File: src/rtl/memAccess_pkg.sv
// Shared types and helpers for the load/store sequencer.
package memAccess_pkg;

  // Byte lanes per memory word.
  localparam int NUM_LANES = 4;

  typedef enum logic [1:0] {
    BYTE = 2'd0,
    HALF = 2'd1,
    WORD = 2'd2
  } size_t;

  typedef enum logic [1:0] {
    IDLE  = 2'd0,
    READ  = 2'd1,
    WRITE = 2'd2,
    RESP  = 2'd3
  } state_t;

  // True when the access cannot be issued: unaligned half/word or size code 3.
  function automatic logic misaligned(input logic [1:0] size, input logic [1:0] addr_lo);
    logic bad;
    case (size)
      2'd0:    bad = 1'b0;
      2'd1:    bad = addr_lo[0];
      2'd2:    bad = (addr_lo != 2'b00);
      default: bad = 1'b1;
    endcase
    return bad;
  endfunction

endpackage

File: src/rtl/mem_lane_align.sv
// Byte-lane steering: merges store data into a read word and extracts/extends load data.
module mem_lane_align
  import memAccess_pkg::*;
#(
  parameter int DATA_W = 32
) (
  input  logic [DATA_W-1:0] rd_word,
  input  logic [1:0]        size,
  input  logic [1:0]        addr_lo,
  input  logic              is_signed,
  input  logic [DATA_W-1:0] st_data,
  output logic [DATA_W-1:0] wr_word,
  output logic [DATA_W-1:0] ld_word
);

  logic [15:0] sh_lo;

  // Per byte lane: take store data when this lane is addressed, else keep the read byte.
  // Byte stores replicate data byte 0; halfword stores map data bytes 0/1 onto lanes 0/1 or 2/3.
  for (genvar k = 0; k < NUM_LANES; k++) begin : g_lane
    localparam logic [1:0] LANE = 2'(k);
    logic       hit;
    logic [7:0] byte_in;
    assign hit     = (size == BYTE) ? (addr_lo == LANE) :
                     (size == HALF) ? (addr_lo[1] == LANE[1]) : 1'b1;
    assign byte_in = (size == BYTE) ? st_data[7:0] :
                     (size == HALF) ? st_data[8*(k%2) +: 8] : st_data[8*k +: 8];
    assign wr_word[8*k +: 8] = hit ? byte_in : rd_word[8*k +: 8];
  end

  // Addressed lane moved down to bit 0; only the low halfword is ever needed.
  assign sh_lo = 16'(rd_word >> {addr_lo, 3'b000});

  // Sign- or zero-extend the extracted lane; word loads pass straight through.
  always_comb begin
    ld_word = rd_word;
    case (size)
      2'd0:    ld_word = {{(DATA_W-8){is_signed & sh_lo[7]}}, sh_lo[7:0]};
      2'd1:    ld_word = {{(DATA_W-16){is_signed & sh_lo[15]}}, sh_lo};
      default: ld_word = rd_word;
    endcase
  end

endmodule

File: src/rtl/mem_access_ctrl.sv
// Load/store sequencer driving a word-wide memory with combinational read
// and edge write; sub-word stores are done as read-modify-write.
module mem_access_ctrl
  import memAccess_pkg::*;
#(
  parameter int ADDR_W = 32,
  parameter int DATA_W = 32
) (
  input  logic              clk,
  input  logic              resetN,
  input  logic              reqValid,
  output logic              reqReady,
  input  logic              reqWrite,
  input  logic [1:0]        reqSize,
  input  logic              reqSigned,
  input  logic [ADDR_W-1:0] reqAddr,
  input  logic [DATA_W-1:0] reqWdata,
  output logic              respValid,
  output logic [DATA_W-1:0] respData,
  output logic              respErr,
  output logic              memWe,
  output logic [ADDR_W-1:0] memAddr,
  output logic [DATA_W-1:0] memWdata,
  input  logic [DATA_W-1:0] memRdata
);

  state_t              state_q, state_d;
  logic                write_q, write_d;
  logic [1:0]          size_q, size_d;
  logic                signed_q, signed_d;
  logic [ADDR_W-1:0]   addr_q, addr_d;
  logic [DATA_W-1:0]   wdata_q, wdata_d;
  logic [DATA_W-1:0]   rdWord_q, rdWord_d;
  logic                respValid_q, respValid_d;
  logic [DATA_W-1:0]   respData_q, respData_d;
  logic                respErr_q, respErr_d;

  logic [DATA_W-1:0]   align_rd, wr_word, ld_word;
  logic                mem_phase;

  // In READ the load result comes straight from memory so it can be registered
  // on the same edge that captures rdWord; in WRITE the captured word is merged.
  assign align_rd = (state_q == READ) ? memRdata : rdWord_q;

  mem_lane_align #(.DATA_W(DATA_W)) u_align (
    .rd_word   (align_rd),
    .size      (size_q),
    .addr_lo   (addr_q[1:0]),
    .is_signed (signed_q),
    .st_data   (wdata_q),
    .wr_word   (wr_word),
    .ld_word   (ld_word)
  );

  // Memory-side and handshake outputs are forced quiet while reset is held.
  assign reqReady  = resetN && (state_q == IDLE);
  assign mem_phase = resetN && ((state_q == READ) || (state_q == WRITE));
  assign memAddr   = mem_phase ? {addr_q[ADDR_W-1:2], 2'b00} : '0;
  assign memWe     = resetN && (state_q == WRITE);
  assign memWdata  = memWe ? wr_word : '0;

  assign respValid = respValid_q;
  assign respData  = respData_q;
  assign respErr   = respErr_q;

  // Next-state and next-register computation for the sequencer.
  always_comb begin
    state_d     = state_q;
    write_d     = write_q;
    size_d      = size_q;
    signed_d    = signed_q;
    addr_d      = addr_q;
    wdata_d     = wdata_q;
    rdWord_d    = rdWord_q;
    respValid_d = 1'b0;
    respData_d  = respData_q;
    respErr_d   = respErr_q;
    case (state_q)
      IDLE: begin
        if (reqValid && reqReady) begin
          write_d  = reqWrite;
          size_d   = reqSize;
          signed_d = reqSigned;
          addr_d   = reqAddr;
          wdata_d  = reqWdata;
          if (misaligned(reqSize, reqAddr[1:0])) begin
            state_d     = RESP;
            respValid_d = 1'b1;
            respErr_d   = 1'b1;
            respData_d  = '0;
          end else if (reqWrite && (reqSize == WORD)) begin
            state_d = WRITE;
          end else begin
            state_d = READ;
          end
        end
      end
      READ: begin
        rdWord_d = memRdata;
        if (write_q) begin
          state_d = WRITE;
        end else begin
          state_d     = RESP;
          respValid_d = 1'b1;
          respErr_d   = 1'b0;
          respData_d  = ld_word;
        end
      end
      WRITE: begin
        state_d     = RESP;
        respValid_d = 1'b1;
        respErr_d   = 1'b0;
        respData_d  = '0;
      end
      default: begin
        state_d = IDLE;
      end
    endcase
  end

  // State and request/response registers with synchronous active-low reset.
  always_ff @(posedge clk) begin
    if (!resetN) begin
      state_q     <= IDLE;
      write_q     <= 1'b0;
      size_q      <= 2'd0;
      signed_q    <= 1'b0;
      addr_q      <= '0;
      wdata_q     <= '0;
      rdWord_q    <= '0;
      respValid_q <= 1'b0;
      respData_q  <= '0;
      respErr_q   <= 1'b0;
    end else begin
      state_q     <= state_d;
      write_q     <= write_d;
      size_q      <= size_d;
      signed_q    <= signed_d;
      addr_q      <= addr_d;
      wdata_q     <= wdata_d;
      rdWord_q    <= rdWord_d;
      respValid_q <= respValid_d;
      respData_q  <= respData_d;
      respErr_q   <= respErr_d;
    end
  end

endmodule

File: config.mk
export PLATFORM = sky130hd
export DESIGN_NAME = mem_access_ctrl
export DESIGN_NICKNAME = d
export VERILOG_FILES = /design/src/rtl/memAccess_pkg.sv /design/src/rtl/mem_lane_align.sv /design/src/rtl/mem_access_ctrl.sv
export SDC_FILE = /design/constraint.sdc
export NUM_CORES = 1
export LEC_CHECK = 0
export CAP_MARGIN = 20
export CORE_AREA = 5 5 125 127
export DETAILED_ROUTE_END_ITERATION = 8
export DIE_AREA = 0 0 130 132
export PLACE_DENSITY = 0.89
export SYNTH_ARGS = -nofsm -noshare
export SYNTH_HDL_FRONTEND = slang
export SYNTH_SLANG_ARGS = --single-unit
File: constraint.sdc
create_clock -name clk -period 2.4 [get_ports clk]
set_input_delay 0.36 -clock clk [delete_from_list [all_inputs] [get_ports clk]]
set_output_delay 0.36 -clock clk [all_outputs]
set_load 0.05 [all_outputs]
# Word level (Yosys, flattened, before mapping)
# Cells that the tools add are included.
[classes] div=0 n_mux=39 bitwise_logic=3 shifts=1 add_sub_neg=0 order_cmp=0 eq_ne=11 n_reduce_logical=14 n_mul=0
[ops] cell="2-to-1 mux 32 bit" n=6
[ops] cell="one-hot mux 32 bit (3 select lines)" n=1
[ops] cell="2-to-1 mux 8 bit" n=9
[ops] cell="one-hot mux 32 bit (2 select lines)" n=1
[ops] cell="right shift 32 x 5 -> 16 bit" n=1
[ops] cell="2-to-1 mux 1 bit" n=15
[ops] cell="one-hot mux 1 bit (3 select lines)" n=3
[ops] cell="equality test 2 x 1 -> 1 bit (second input constant)" n=4
[ops] cell="equality test 2 bit (second input constant)" n=4
[ops] cell="logical NOT 2 bit" n=4
[ops] cell="2-to-1 mux 2 bit" n=3
[ops] cell="one-hot mux 2 bit (3 select lines)" n=1
[ops] cell="logical AND 1 bit" n=5
[ops] cell="inequality test 2 x 1 -> 1 bit (second input constant)" n=2
[ops] cell="AND reduction 4 bit" n=1
[ops] cell="nonzero test 3 bit" n=1
[ops] cell="AND 1 bit" n=2
[ops] cell="inequality test 2 bit (second input constant)" n=1
[ops] cell="AND reduction 2 bit" n=1
[ops] cell="nonzero test 2 bit" n=1
[ops] cell="logical OR 1 bit" n=1
[ops] cell="NOT 1 bit" n=1
[totals] out_inout_bits=100 word_cells=78 ram_bits=0 mem_count=0 latchBits=0 input_bits=103 reg_bits=136 mem_bits_ro=0

# Longest topological paths before layout
[logic_depth] depth_word=8 ltp_mapped=10 depth_no_buf=7

# Modules after synthesis
# A second synthesis with hierarchy kept.
[unflattened] hier_cells=807 hier_area_um2=7045.5
[by_module_without_submodules] module="mem_access_ctrl" cells_per_inst=590 n_inst=1 area_each_um2=5301.3 seq_area_each_um2=2722.6
[by_module_without_submodules] module="mem_lane_align" cells_per_inst=217 n_inst=1 area_each_um2=1744.2 seq_area_each_um2=0.0

# Least setup slack after synthesis
# No wires, ideal clock.
[synth_timing] path_kind="reg2out" from="reg addr_q[0]" to="out memWdata[13]" arrival_ns=2.595 path_buffers=1 path_slack_ns=-0.555 stages_incl_launch_ff=6 required_ns=2.040 cell_sequence="dfxtp_1 > or2_2 > a21oi_1 > clkbuf_1 > nor2_1 > a211oi_1"
[synth_between] elab_chain_cells=4
[synth_rtl] item="start, declared" line="mem_access_ctrl.sv:31" source="logic [ADDR_W-1:0] addr_q, addr_d;"
[synth_rtl] item="start signal, assigned" line="mem_access_ctrl.sv:139" source="addr_q <= addr_d;"
[synth_rtl] item="equality test 2 x 1 -> 1 bit" line="mem_lane_align.sv:24" source="assign hit = (size == BYTE) ? (addr_lo == LANE) :"
[synth_rtl] item="2-to-1 mux 1 bit" line="mem_lane_align.sv:24"
[synth_rtl] item="2-to-1 mux 8 bit" line="mem_lane_align.sv:28" source="assign wr_word[8*k +: 8] = hit ? byte_in : rd_word[8*k +: 8];"
[synth_rtl] item="2-to-1 mux 32 bit" line="mem_access_ctrl.sv:60" source="assign memWdata = memWe ? wr_word : '0;"
[synth_rtl] item="end, declared" line="mem_access_ctrl.sv:23" source="output logic [DATA_W-1:0] memWdata,"
# Every way passes these cells.

# Final worst setup path
[layout_timing] from="reg size_q[0]" to="out memWdata[9]"
[layout_between] elab_chain_cells=5 elab_cells_between_ends=7 cone_classes="eq/ne (1); mux (5); reduce/logical (1)"
[layout_rtl] item="start, declared" line="mem_access_ctrl.sv:29" source="logic [1:0] size_q, size_d;"
[layout_rtl] item="start signal, assigned" line="mem_access_ctrl.sv:137" source="size_q <= size_d;"
[layout_rtl] item="equality test 2 x 1 -> 1 bit" line="mem_lane_align.sv:25" source="(size == HALF) ? (addr_lo[1] == LANE[1]) : 1'b1;"
[layout_rtl] item="2-to-1 mux 1 bit" line="mem_lane_align.sv:25"
[layout_rtl] item="2-to-1 mux 1 bit" line="mem_lane_align.sv:24"
[layout_rtl] item="2-to-1 mux 8 bit *" line="mem_lane_align.sv:28"
[layout_rtl] item="2-to-1 mux 32 bit *" line="mem_access_ctrl.sv:60"
# Mark *: on every way between the ends. The rest lies on a longest branch, timed or not.

==> key figures <==
Routing
  • Number of DRC markers in iteration 0: 647
  • Detail Route Antenna Nets: 0
  • Via density per instance: 5.65
  • Residual DRC: 0
  • Routed len/inst: 20.0 um
  • Vias: 6889
  • First drt pass iteration count: 5
  • Overall routed net length: 24.4 mm

Placement
  • Placed Instances: 1171
  • Number of port buffers: 200
  • Detailed placement HPWL: 16.0 mm
  • Routability cong.: 0.885
  • Place WS: 30.5 ps
  • Placed Area: 0.00985 mm^2

Die
  • Core ar.: 0.0143 mm^2
  • Die Area: 0.0172 mm^2
  • Die Height: 132 um
  • Num ports: 203
  • Starting Density: 45.8%
  • Row count: 44
  • Die Width: 130 um

Global route
  • Initial antenna violation count: 0
  • Total track usage: 27.4%
  • GR Overflow Total: 0
  • Largest net degree at the start of global routing: 137
  • First-pass GRT wire length: 36.8 mm
  • Vias in the first global route: 6796

Status
  • Failing checks: setup timing
  • Outcome: complete, but fails checks

Worst setup path
  • Worst path cell trace: or2_4 -> a21oi_4 -> bufbuf_16 -> nor2_1 -> a211oi_4 -> buf_12
  • Crit-path leading delay family: buffers and inverters
  • Stages on worst setup path: 6
  • Reg2reg setup slack: 190 ps
  • Crit path from: size_q[0]$_SDFFE_PN0P_
  • Reg2reg path depth: 8
  • Critical Path Max Stage Delay: 380 ps
  • Startpoint Class: flop
  • Crit-path slowest cell: dfxtp_4
  • Critical Path Fanout Max: 7
  • CP arrival: 2050 ps
  • Worst Setup End Kind: primary output
  • Critical path capture point: memWdata[9]
  • Setup CP Type: reg2out
  • Req. time, crit path: 2040 ps
  • WP buf/inv: 2
  • R2R Path End: respData[16]$_SDFFE_PN0P_
  • Reg-to-Reg Start: state_q[1]$_SDFFE_PN0N_

STA
  • Final WS setup: -9.37 ps
  • Clk_skew: 14.2 ps
  • Slew HR: 49.8%
  • Fin Setup TNS: -9.37 ps
  • FMAX: 415 MHz
  • Worst-margin pin slew: 753 ps
  • Final setup viols: 1
  • Final Critical Period: 2410 ps
  • Worst hold slack: 294 ps
  • Fin crit share: 100%
  • Slew Viols, Final: 0
  • Unrepaired setup endpoints after global routing: true
  • Final Hold Fails: 0

Cells and area
  • Final net count: 1130
  • Final Cell Area: 0.0109 mm^2
  • Fin cells: 1220
  • Final Core Density: 76.1%
  • Area delta synth->final: 66.4%
  • # diodes: 0
  • Share of cells above drive strength 1: 25.4%

CTS
  • Cts hold-fix bufs: 0
  • CTS tree: yes
  • Htree depth: 4
  • Root buffer cell: clkbuf_16
  • Clock Sinks: 136
  • TritonCTS buffer count: 17
  • CTS Buffer Depth: 2
  • Clock slew at reported path FFs: 60 ps
  • Clk_lat worst skew: 430 ps

Power
  • Design Power: 11.6 mW
  • PwrDens: 1060 mW/mm^2
  • Clk pwr share: 24.8%
  • Pleak: 4.09 nW
  • Pint: 6.95 mW
  • Net Switching: 4.66 mW
  • VDD IR-drop max: 520 uV
  • Reg power frac: 25.6%
  • Logic pwr share: 49.6%
  • Net Sw Frac: 40.1%

Synthesis
  • Yosys reg bits: 136
  • Synth area leaders: dfxtp_1 42%, nand2_1 9.5%, o21ai_0 7.1%
  • Seq/Total Area, Yosys: 41.6%
  • Top-count cell post-synth: nand2_1
  • Synth top cells by count: 165 x nand2_1, 136 x dfxtp_1, 93 x o21ai_0
  • Number of library cell types mapped by synthesis: 39
  • Syn. warnings: 0
  • Post-synth top area share: 41.6%
  • Synth area leader: dfxtp_1
  • Mean Syn Cell Area: 8.14 um^2
  • Top_reg_cell synth: dfxtp_1
  • FFs w/ async S/R, synth: 0%
  • Post-Syn Area: 0.00655 mm^2
  • Post-synth EDFFs: 0
  • Post-Syn Instances: 805

Worst hold path
  • Worst Hold Class: in2reg
  • Worst Hold Launch: resetN

Job
  • Max_cap viols: 0
==> cells by family after synthesis <==
group                    after synthesis  share of synthesized area, %
other                                  1                        0.0573
AO/OA/AOI/OAI                        196                          19.0
flip-flops                           136                          41.6
AND/OR/NAND/NOR                      332                          23.6
multiplexers                          63                          10.2
buffers and inverters                 73                          4.74
adder cells (fa/ha/maj)                4                         0.764
==> cells in the final DEF (no fill, tap or decap), drive strengths merged, types with 2 or more instances in the layout <==
| cell type | n |
|---|---|
| and2 | 2 |
| bufinv | 5 |
| o21ai | 103 |
| o22ai | 8 |
| clkdlybuf4s50 | 135 |
| buf | 128 |
| a22oi | 7 |
| nor2b | 66 |
| o221ai | 8 |
| a21oi | 17 |
| nand2b | 14 |
| clkinvlp | 2 |
| a32o | 9 |
| clkbuf | 17 |
| o21a | 2 |
| dfxtp | 136 |
| mux2 | 22 |
| ha | 4 |
| or2 | 3 |
| clkinv | 6 |
| a21bo | 2 |
| a211oi | 33 |
| conb | 2 |
| nand2 | 165 |
| and3 | 31 |
| mux2i | 40 |
| nor2 | 48 |
| o211ai | 3 |
| inv | 9 |
==> power groups by stage <==
stage	Sequential [mW]	Clock [mW]	Combinational, mW
6_report	2.97	2.88	5.76
5_1_grt	3.00	3.02	6.03
2_1_floorplan	3.05	0	2.89
3_3_place_gp	2.95	0	4.88
3_5_place_dp	2.98	0	4.99
4_1_cts	2.94	2.91	5.39
==> sequential cells by signal (all words and copies together), names as in the netlist, 2 cells and up <==
name / flops
respData: 32
state_q: 2
addr_q: 32
size_q: 2
wdata_q: 32
rdWord_q: 32
==> worst min-delay path, delay by kind of cell <==
family	cells	cell delay, ps
AO/OA/AOI/OAI	1	60
buffers and inverters	1	140
AND/OR/NAND/NOR	1	100
==> area by class of cell <==
| class | instances | area (um^2) |
|---|---|---|
| Fill cell | 921 | 3410 |
| Multi-Input combinational cell | 597 | 4000 |
| Clock buffer | 17 | 425 |
| Tap cell | 184 | 230 |
| Clock inverter | 15 | 224 |
| Timing Repair Buffer | 264 | 3250 |
| Sequential cell | 136 | 2740 |
| Inverter | 7 | 31.3 |
==> metal layers <==
| metal | share of wire, % | global-route usage (%) |
|---|---|---|
| met5 | 0 | 0 |
| met4 | 4.4 | 11.5 |
| met3 | 8.7 | 7.98 |
| met2 | 49 | 45.8 |
| met1 | 38 | 32.6 |
==> worst min path at each step <==
stage / to / cells past startpoint / slack (ps)
floorplan: wdata_q[24]$_SDFFE_PN0P_ / 2 / 440
global placement: respData[31]$_SDFFE_PN0P_ / 2 / 430
detailed placement: respData[24]$_SDFFE_PN0P_ / 2 / 440
CTS: respValid$_SDFF_PN0_ / 3 / 250
global route: respValid$_SDFF_PN0_ / 3 / 270
finish: respValid$_SDFF_PN0_ / 3 / 290
==> timing repair <==
item / 4_1_cts / 5_1_grt
pin swaps: 7 / 9
gates resized for setup: 39 / 20
cloned: 1 / 0
setup buffers: 9 / 7
endpoints found under the setup margin: 32 / 29
(Power assumes the default switching activity.)
